===== config.mk =====
export PLATFORM = sky130hd
export DESIGN_NAME = prog_cntr_sel_ctrl
export DESIGN_NICKNAME = d
export VERILOG_FILES = /design/src/rtl/prog_cntr_sel_ctrl_pkg.sv /design/src/rtl/prog_cntr_sel_ctrl_return_addr_stack.sv /design/src/rtl/prog_cntr_sel_ctrl.sv
export SDC_FILE = /design/constraint.sdc
export NUM_CORES = 1
export LEC_CHECK = 0
export ABC_AREA = 1
export BUFFER_PORTS_ARGS = -buffer_cell sky130_fd_sc_hd__buf_4
export CORE_MARGIN = 2
export CORE_UTILIZATION = 65
export CTS_BUF_LIST = sky130_fd_sc_hd__clkbuf_2 sky130_fd_sc_hd__clkbuf_4 sky130_fd_sc_hd__clkbuf_8
export DETAILED_ROUTE_END_ITERATION = 12
export PLACE_DENSITY = 0.86
export SETUP_SLACK_MARGIN = 0.15
export SYNTH_ARGS = -nofsm -noshare
export SYNTH_HDL_FRONTEND = slang
export SYNTH_SLANG_ARGS = --single-unit

===== constraint.sdc =====
create_clock -name clock -period 5.35 [get_ports clock]
set_input_delay 0.2675 -clock clock [delete_from_list [all_inputs] [get_ports clock]]
set_output_delay 0.2675 -clock clock [all_outputs]
set_load 0.1 [all_outputs]

===== src/rtl/prog_cntr_sel_ctrl_pkg.sv =====
// Shared fetch-stage definitions: PC-select one-hot codes, controller
// state encoding and the default program address width.
package prog_cntr_sel_ctrl_pkg;

  localparam int ADDR_WIDTH_DEF = 14;

  localparam logic [3:0] SEL_NEXT   = 4'b0001;
  localparam logic [3:0] SEL_BRANCH = 4'b0010;
  localparam logic [3:0] SEL_INT    = 4'b0100;
  localparam logic [3:0] SEL_RET    = 4'b1000;

  typedef enum logic {
    RUN = 1'b0,
    ISR = 1'b1
  } state_e;

endpackage


===== src/rtl/prog_cntr_sel_ctrl_return_addr_stack.sv =====
// Return-address stack: register array plus depth counter. Pushes into a full
// stack and pops from an empty one leave the contents alone and set sticky flags.
module return_addr_stack #(
  parameter int AW    = 14,
  parameter int DEPTH = 8
) (
  input  logic          clock,
  input  logic          reset_n,
  input  logic          push_i,
  input  logic          pop_i,
  input  logic [AW-1:0] data_i,
  output logic [AW-1:0] top_o,
  output logic          overflow_o,
  output logic          underflow_o
);

  localparam int PW = $clog2(DEPTH);
  localparam int CW = PW + 1;

  logic [AW-1:0] stack_q [DEPTH];
  logic [CW-1:0] cnt_q;
  logic [CW-1:0] cnt_d;
  logic          full;
  logic          empty;
  logic          do_push;
  logic          do_pop;
  logic [PW-1:0] wr_idx;
  logic [PW-1:0] top_idx;

  // push_i and pop_i are single-cycle strobes from the controller; at most one
  // is high in a cycle and each is acted on at the rising edge ending that cycle.
  assign full    = (cnt_q == CW'(DEPTH));
  assign empty   = (cnt_q == '0);
  assign do_push = push_i && !full;
  assign do_pop  = pop_i && !empty;
  assign wr_idx  = cnt_q[PW-1:0];
  assign top_idx = wr_idx - PW'(1);
  assign top_o   = empty ? '0 : stack_q[top_idx];

  always_comb begin
    cnt_d = cnt_q;
    if (do_push) begin
      cnt_d = cnt_q + CW'(1);
    end else if (do_pop) begin
      cnt_d = cnt_q - CW'(1);
    end
  end

  always_ff @(posedge clock) begin
    if (!reset_n) begin
      cnt_q       <= '0;
      overflow_o  <= 1'b0;
      underflow_o <= 1'b0;
    end else begin
      cnt_q <= cnt_d;
      if (push_i && full) begin
        overflow_o <= 1'b1;
      end
      if (pop_i && empty) begin
        underflow_o <= 1'b1;
      end
    end
  end

  // Entries need no reset: the depth counter alone decides what is valid.
  always_ff @(posedge clock) begin
    if (reset_n && do_push) begin
      stack_q[wr_idx] <= data_i;
    end
  end

endmodule


===== src/rtl/prog_cntr_sel_ctrl.sv =====
// Fetch-stage PC-select controller: prioritises return, branch/call, interrupt
// entry and sequential fetch, tracks ISR state and drives the return-address stack.
module prog_cntr_sel_ctrl
  import prog_cntr_sel_ctrl_pkg::*;
#(
  parameter int ADDR_WIDTH = ADDR_WIDTH_DEF,
  parameter int RAS_DEPTH  = 8
) (
  input  logic                  clock,
  input  logic                  reset_n,
  input  logic                  stall,
  input  logic [ADDR_WIDTH-1:0] next_prog_cntr,
  input  logic                  branch_taken,
  input  logic                  call,
  input  logic                  ret,
  input  logic                  reti,
  input  logic                  irq,
  output logic [3:0]            sel_signals,
  output logic [ADDR_WIDTH-1:0] ret_addr,
  output logic                  irq_ack,
  output logic                  in_isr,
  output logic                  ras_overflow,
  output logic                  ras_underflow
);

  state_e state_q;
  logic   push;
  logic   pop;
  logic   enter_isr;

  // Zero-latency select; a stalled cycle always fetches sequentially and
  // touches no state.
  always_comb begin
    sel_signals = SEL_NEXT;
    push        = 1'b0;
    pop         = 1'b0;
    enter_isr   = 1'b0;
    if (!stall) begin
      if (ret || reti) begin
        sel_signals = SEL_RET;
        pop         = 1'b1;
      end else if (branch_taken) begin
        sel_signals = SEL_BRANCH;
        push        = call;
      end else if (irq && (state_q == RUN)) begin
        sel_signals = SEL_INT;
        push        = 1'b1;
        enter_isr   = 1'b1;
      end
    end
  end

  always_ff @(posedge clock) begin
    if (!reset_n) begin
      state_q <= RUN;
      irq_ack <= 1'b0;
    end else begin
      irq_ack <= enter_isr;
      case (state_q)
        RUN:     if (enter_isr) state_q <= ISR;
        ISR:     if (!stall && reti) state_q <= RUN;
        default: state_q <= RUN;
      endcase
    end
  end

  assign in_isr = (state_q == ISR);

  return_addr_stack #(
    .AW    (ADDR_WIDTH),
    .DEPTH (RAS_DEPTH)
  ) u_ras (
    .clock       (clock),
    .reset_n     (reset_n),
    .push_i      (push),
    .pop_i       (pop),
    .data_i      (next_prog_cntr),
    .top_o       (ret_addr),
    .overflow_o  (ras_overflow),
    .underflow_o (ras_underflow)
  );

endmodule


======== Yosys cells after proc, flatten, opt, wreduce, memory -nomap -nowiden ========
Memory sizes are Yosys's and may differ from the RTL's.
Cells that the tools add are included.
Widths: inputs -> output; s select.
word-level totals
  memories ................................ 1
  flip-flop bits (word level) ............. 8
  input port bits ......................... 22
  logic and storage cells ................. 45
  memory bits (writable) .................. 112
operators by class
  muxes and demuxes ....................... 21
  reductions and logical operators ........ 13
  equality and inequality tests ........... 1
  add/subtract/negate cells ............... 3
  bitwise gates (word level) .............. 1
memories
  name           words  width  read ports  clocked after Yosys merged registers in  write ports  line                                        RTL
  u_ras.stack_q  8      14     1           0                                        1            prog_cntr_sel_ctrl_return_addr_stack.sv:20  logic [AW-1:0] stack_q [DEPTH];
operator list
  kind                 number
  $mux 4               4
  $mux 14              1
  $mux 1               13
  $logic_and 1x1->1    7
  $mux 3               2
  $add 4x1->4 const B  1
  $eq 4x4->1 const B   1
  $logic_not 4->1      1
  $sub 4x1->4 const B  1
  $logic_not 1->1      3
  $sub 3x1->3 const B  1
  $pmux 1 s2           1
  $reduce_bool 2->1    1
  $logic_or 1x1->1     1
  $not 1->1            1

======== Depth between registers and ports, before layout ========
  word-level depth ........................ 10
  gate-level depth with buffers ........... 15
  gate-level depth less buffers ........... 14

======== Cells and area by module ========
Synthesis repeated with hierarchy kept, for this count alone.
second synthesis, totals
  cell total of the unflattened synthesis .. 396
  area, all modules ....................... 4962.3 sq um
by module, submodules not included
  module              area each (sq um)  times used  cells each
  return_addr_stack   4798.4             1           369
  prog_cntr_sel_ctrl  163.9              1           27

======== Worst setup path after synthesis ========
Ideal clock, no wire load.
  kind .................................... register to output
  from .................................... register u_ras.cnt_q[0]
  to ...................................... output port ret_addr[10]
  data arrival time ....................... 3.163 ns
  stages on the path, launching flop included .. 11
  required time ........................... 5.083 ns
  path buffers ............................ 4
  setup slack ............................. 1.920 ns
  cell sequence ........................... dfxtp_1 -> inv_2 -> buf_2 -> buf_2 -> ha_1 -> buf_2 -> buf_2 -> o21ai_0 -> o21ai_0 -> o21ai_1 -> a21oi_1
between the ends
  longest elaborated chain between the ends .. 3
  elaborated cells on any way between the ends .. 4
ends and longest elaborated chain
  what                    line                                        RTL
  from (decl)             prog_cntr_sel_ctrl_return_addr_stack.sv:21  logic [CW-1:0] cnt_q;
  from (signal assigned)  prog_cntr_sel_ctrl_return_addr_stack.sv:55  cnt_q <= cnt_d;
  $sub 3x1->3             prog_cntr_sel_ctrl_return_addr_stack.sv:37  assign top_idx = wr_idx - PW'(1);
  $mem_v2 8x14            n/a
  $mux 14 *               prog_cntr_sel_ctrl_return_addr_stack.sv:38  assign top_o = empty ? '0 : stack_q[top_idx];
  to (decl)               prog_cntr_sel_ctrl.sv:19                    output logic [ADDR_WIDTH-1:0] ret_addr,
Mark *: on every way between the ends. The rest lies on a longest branch, timed or not.

======== Worst setup path in the final report ========
  from .................................... register u_ras.cnt_q[1]
  to ...................................... output port ret_addr[7]
The elaborated chain is that of the path after synthesis.

==> flow_summary.rst <==
.. list-table::
   :header-rows: 1

   * - Metric
     - Value
   * - Outcome
     - complete, no violations
   * - Routed via count
     - 3482
   * - Pins over their slew limit
     - 0
   * - Area post-placement
     - 0.005369 mm^2
   * - Count of hold buffers inserted by post-cts repair
     - 0
   * - Most used DFF post-synth
     - sky130_fd_sc_hd__edfxtp_1
   * - Average cell area after synthesis
     - 11.90 um^2
   * - VDD IR-drop max
     - 393.7 uV
   * - Slowest cell on the critical path
     - sky130_fd_sc_hd__ha_1
   * - Flip-flop and latch count after synthesis
     - 120
   * - Net Count, Synth
     - 445
   * - Sink count of the clock tree
     - 120
   * - Vias in the first global route
     - 3389
   * - Internal Pwr Total
     - 1.755 mW
   * - Register-to-register setup slack
     - 1.91 ns
   * - Total stage count of the critical path
     - 8
   * - CTS buffer count
     - 17
   * - Top cells by count, synth
     - sky130_fd_sc_hd__edfxtp_1 (112), sky130_fd_sc_hd__nor2_1 (103), sky130_fd_sc_hd__o21ai_0 (69)
   * - Portion of synthesized cell area occupied by the leading cell type
     - 67.45%
   * - Wirelength, routed
     - 11040 um
   * - Final Cell Area
     - 0.005787 mm^2
   * - Clock-pin slew on the worst setup and hold paths
     - 0.08 ns
   * - Relative max-transition margin
     - 7.721%
   * - Number of remaining DRC errors
     - 0
   * - Largest delay contributor family on the critical path
     - buffers and inverters
   * - Die width
     - 91.59 um
   * - Static Leakage
     - 2.019 nW
   * - Data required time at the worst endpoint
     - 5.08 ns
   * - Routed wire length per instance
     - 19.27 um
   * - Category of the worst setup path launch point
     - flop
   * - CP max FO
     - 30
   * - First DRT Iteration DRCs
     - 480
   * - Layout cell share with drive strength beyond 1
     - 20.04%
   * - Final Setup Violations
     - 0
   * - Final hold violation count
     - 0
   * - Vias per std cell
     - 6.077
   * - Clock Latency Late Sink
     - 0.45 ns
   * - Die Y
     - 91.59 um
   * - Number of flops mapped to enable cells by yosys
     - 112
   * - Critical Path Sink Type
     - output pin
   * - Hold Path End
     - u_ras.stack_q[4][12]
   * - Data arrival time of the critical path
     - 3.59 ns
   * - Grt total ovfl
     - 0
   * - Maximum number of pins on one net before global-route repair
     - 60
   * - Type of the worst min-delay path
     - in2reg
   * - Clock skew
     - 0.01465 ns
   * - Most frequent cell after synthesis
     - sky130_fd_sc_hd__edfxtp_1
   * - Final weighted congestion in routability-driven placement
     - 0.8243
   * - Antenna-violating nets left
     - 0
   * - Area delta synth->final
     - 16.06%
   * - CTS max path bufs
     - 2
   * - CP Cell Sequence
     - inv_1 -> ha_1 -> buf_4 -> o21ai_0 -> o21ai_0 -> o21ai_1 -> a21oi_1 -> buf_4
   * - Post-cts repair resize count
     - 0
   * - Critical hold path startpoint
     - next_prog_cntr[12]
   * - First-pass GRT wire length
     - 17450 um
   * - Capture point of the worst reg-to-reg path
     - u_ras.stack_q[6][11]
   * - Fraction of power spent switching nets
     - 44.26%
   * - Mapped Cells
     - 419
   * - Diode insertion count for antenna repair
     - 0
   * - Core footprint
     - 0.007331 mm^2
   * - Standard-cell rows
     - 31
   * - Overall global routing resource usage
     - 28.24%
   * - Detailed-placement wirelength estimate
     - 6510 um
   * - Proportion of synthesized chip area in sequential cells
     - 70.66%
   * - Delay of the slowest cell on the worst path
     - 0.80 ns
   * - Depth of the worst hold-timing path
     - 1
   * - Non-filler instance count after layout
     - 573
   * - # port buffers
     - 43
   * - Number of different library cells in the post-synthesis netlist
     - 25
   * - Share of total power in the clock network
     - 26.2%
   * - Max-cap violation count
     - 0
   * - Summed instance area of the synthesized netlist
     - 0.004986 mm^2
   * - Clock tree from TritonCTS
     - yes
   * - Number of placed I/O pins
     - 44
   * - R2R cell count
     - 7
   * - Number of placed instances with taps included
     - 541
   * - Number of antenna violations at the first check in global routing
     - 0
   * - Share of total power in combinational logic
     - 40.2%
   * - Final worst path period need
     - 3.856 ns
   * - Flop pwr share
     - 33.6%
   * - Total power per unit cell area
     - 544.1 mW/mm^2
   * - Master cell of the clock root buffer
     - sky130_fd_sc_hd__clkbuf_8
   * - Initial DRT Pass Iterations
     - 5
   * - Setup Total Neg Slack
     - 0 ns
   * - Top post-synthesis cells by area
     - sky130_fd_sc_hd__edfxtp_1 (67%), sky130_fd_sc_hd__nor2_1 (7.8%), sky130_fd_sc_hd__o21ai_0 (6.9%)
   * - Crit path kind
     - reg2out
   * - Unrepaired setup endpoints after global routing
     - no
   * - Crit path buffers/inverters
     - 3
   * - Transition time of the tightest slew-check pin
     - 1.377 ns
   * - Fraction of registers with async set or reset after synthesis
     - 0%
   * - Maximum clock frequency
     - 259.3 MHz
   * - Count of nets after finishing
     - 487
   * - Start of the worst register-to-register path
     - u_ras.cnt_q[1]
   * - Final worst-path cycle share
     - 72.08%
   * - Synth warn
     - 0
   * - Setup repair bufs after CTS
     - 0
   * - Number of H-tree levels
     - 4
   * - Largest area contributor in the synthesized netlist
     - sky130_fd_sc_hd__edfxtp_1
   * - Initial core utilization
     - 68.02%
   * - NetSw
     - 1.394 mW
   * - Area of the die
     - 0.008388 mm^2
[kinds of logic (layout without fill, tap and decap cells)]
group                      Yosys count  count (layout)  share of synthesized area, %
and+or+nand+nor                    135             135                         10.77
adders and majority gates            4               4                         1.154
xor gates and xnor gates             2               2                        0.7278
AOI/OAI and AO/OA                  121             121                         13.00
buffers and inverters               37              92                         3.689
DFF                                120             120                         70.67
[routing by layer]
| metal | track usage (%) | up-vias | wire length, um |
|---|---|---|---|
| met5 | 0 | - | 0 |
| met4 | 12.25 | 0 | 201 |
| met3 | 6.722 | 23 | 1089 |
| met2 | 46.08 | 222 | 5578 |
| met1 | 36.33 | 1658 | 4171 |
| li1 | - | 1579 | - |
[through the flow]
step | setup WS (ns) | hold WS, ns | utilization (%) | power [mW]
global placement | 2.183 | 0.4528 | 73.24 | 2.311
global route | 1.301 | 0.05304 | 78.94 | 3.253
finish | 1.494 | 0.04775 | 78.94 | 3.149
CTS | 1.580 | 0.04619 | 78.77 | 3.142
floorplan | 1.920 | 0.3664 | - | 2.068
detailed placement | 2.067 | 0.4549 | 73.24 | 2.332
[how the worst max path moves through the flow]
stage	startpoint	endpoint	slack (ns)
floorplan	u_ras.cnt_q[0]	ret_addr[10]	1.92
global placement	u_ras.cnt_q[1]	u_ras.stack_q[0][3]	2.18
detailed placement	u_ras.cnt_q[1]	u_ras.stack_q[1][5]	2.07
CTS	u_ras.cnt_q[1]	ret_addr[3]	1.58
global route	u_ras.cnt_q[1]	ret_addr[3]	1.30
finish	u_ras.cnt_q[1]	ret_addr[7]	1.49
[final cells by class]
| class | count | area (um^2) |
|---|---|---|
| Inverter | 13 | 48.80 |
| Tap cell | 99 | 123.9 |
| Multi-Input combinational cell | 262 | 1331 |
| Clock inverter | 14 | 163.9 |
| Timing Repair Buffer | 47 | 352.8 |
| Fill cell | 439 | 1544 |
| Clock buffer | 18 | 241.5 |
| Sequential cell | 120 | 3525 |
[sequential cells by signal, summed over array words and instances (netlist names)]
name               count
in_isr                 1
u_ras.underflow_o      1
irq_ack                1
u_ras.stack_q        112
u_ras.overflow_o       1
u_ras.cnt_q            4
[power groups by stage]
stage	registers (mW)	logic, mW	clock network [mW]
floorplan	1.08	0.988	0
global placement	1.08	1.24	0
detailed placement	1.08	1.26	0
CTS	1.06	1.26	0.823
global route	1.06	1.33	0.860
finish	1.06	1.27	0.824
[cells in the final DEF, fill, tap and decap left out, types with 2 or more instances in the layout]
| cell | instances |
|---|---|
| sky130_fd_sc_hd__clkbuf_8 | 17 |
| sky130_fd_sc_hd__nand3_1 | 5 |
| sky130_fd_sc_hd__edfxtp_1 | 112 |
| sky130_fd_sc_hd__clkinvlp_4 | 3 |
| sky130_fd_sc_hd__nor2_2 | 2 |
| sky130_fd_sc_hd__inv_1 | 11 |
| sky130_fd_sc_hd__nand2_1 | 14 |
| sky130_fd_sc_hd__o21ai_1 | 19 |
| sky130_fd_sc_hd__ha_1 | 3 |
| sky130_fd_sc_hd__a21oi_1 | 16 |
| sky130_fd_sc_hd__nor2_1 | 103 |
| sky130_fd_sc_hd__nor3_4 | 2 |
| sky130_fd_sc_hd__bufinv_16 | 2 |
| sky130_fd_sc_hd__buf_4 | 47 |
| sky130_fd_sc_hd__o21a_1 | 15 |
| sky130_fd_sc_hd__dfxtp_1 | 7 |
| sky130_fd_sc_hd__inv_2 | 2 |
| sky130_fd_sc_hd__o21ai_0 | 69 |
| sky130_fd_sc_hd__nor3_2 | 6 |
| sky130_fd_sc_hd__inv_6 | 6 |
| sky130_fd_sc_hd__clkinv_4 | 2 |
| sky130_fd_sc_hd__nor3_1 | 2 |
(Power assumes the default switching activity.)
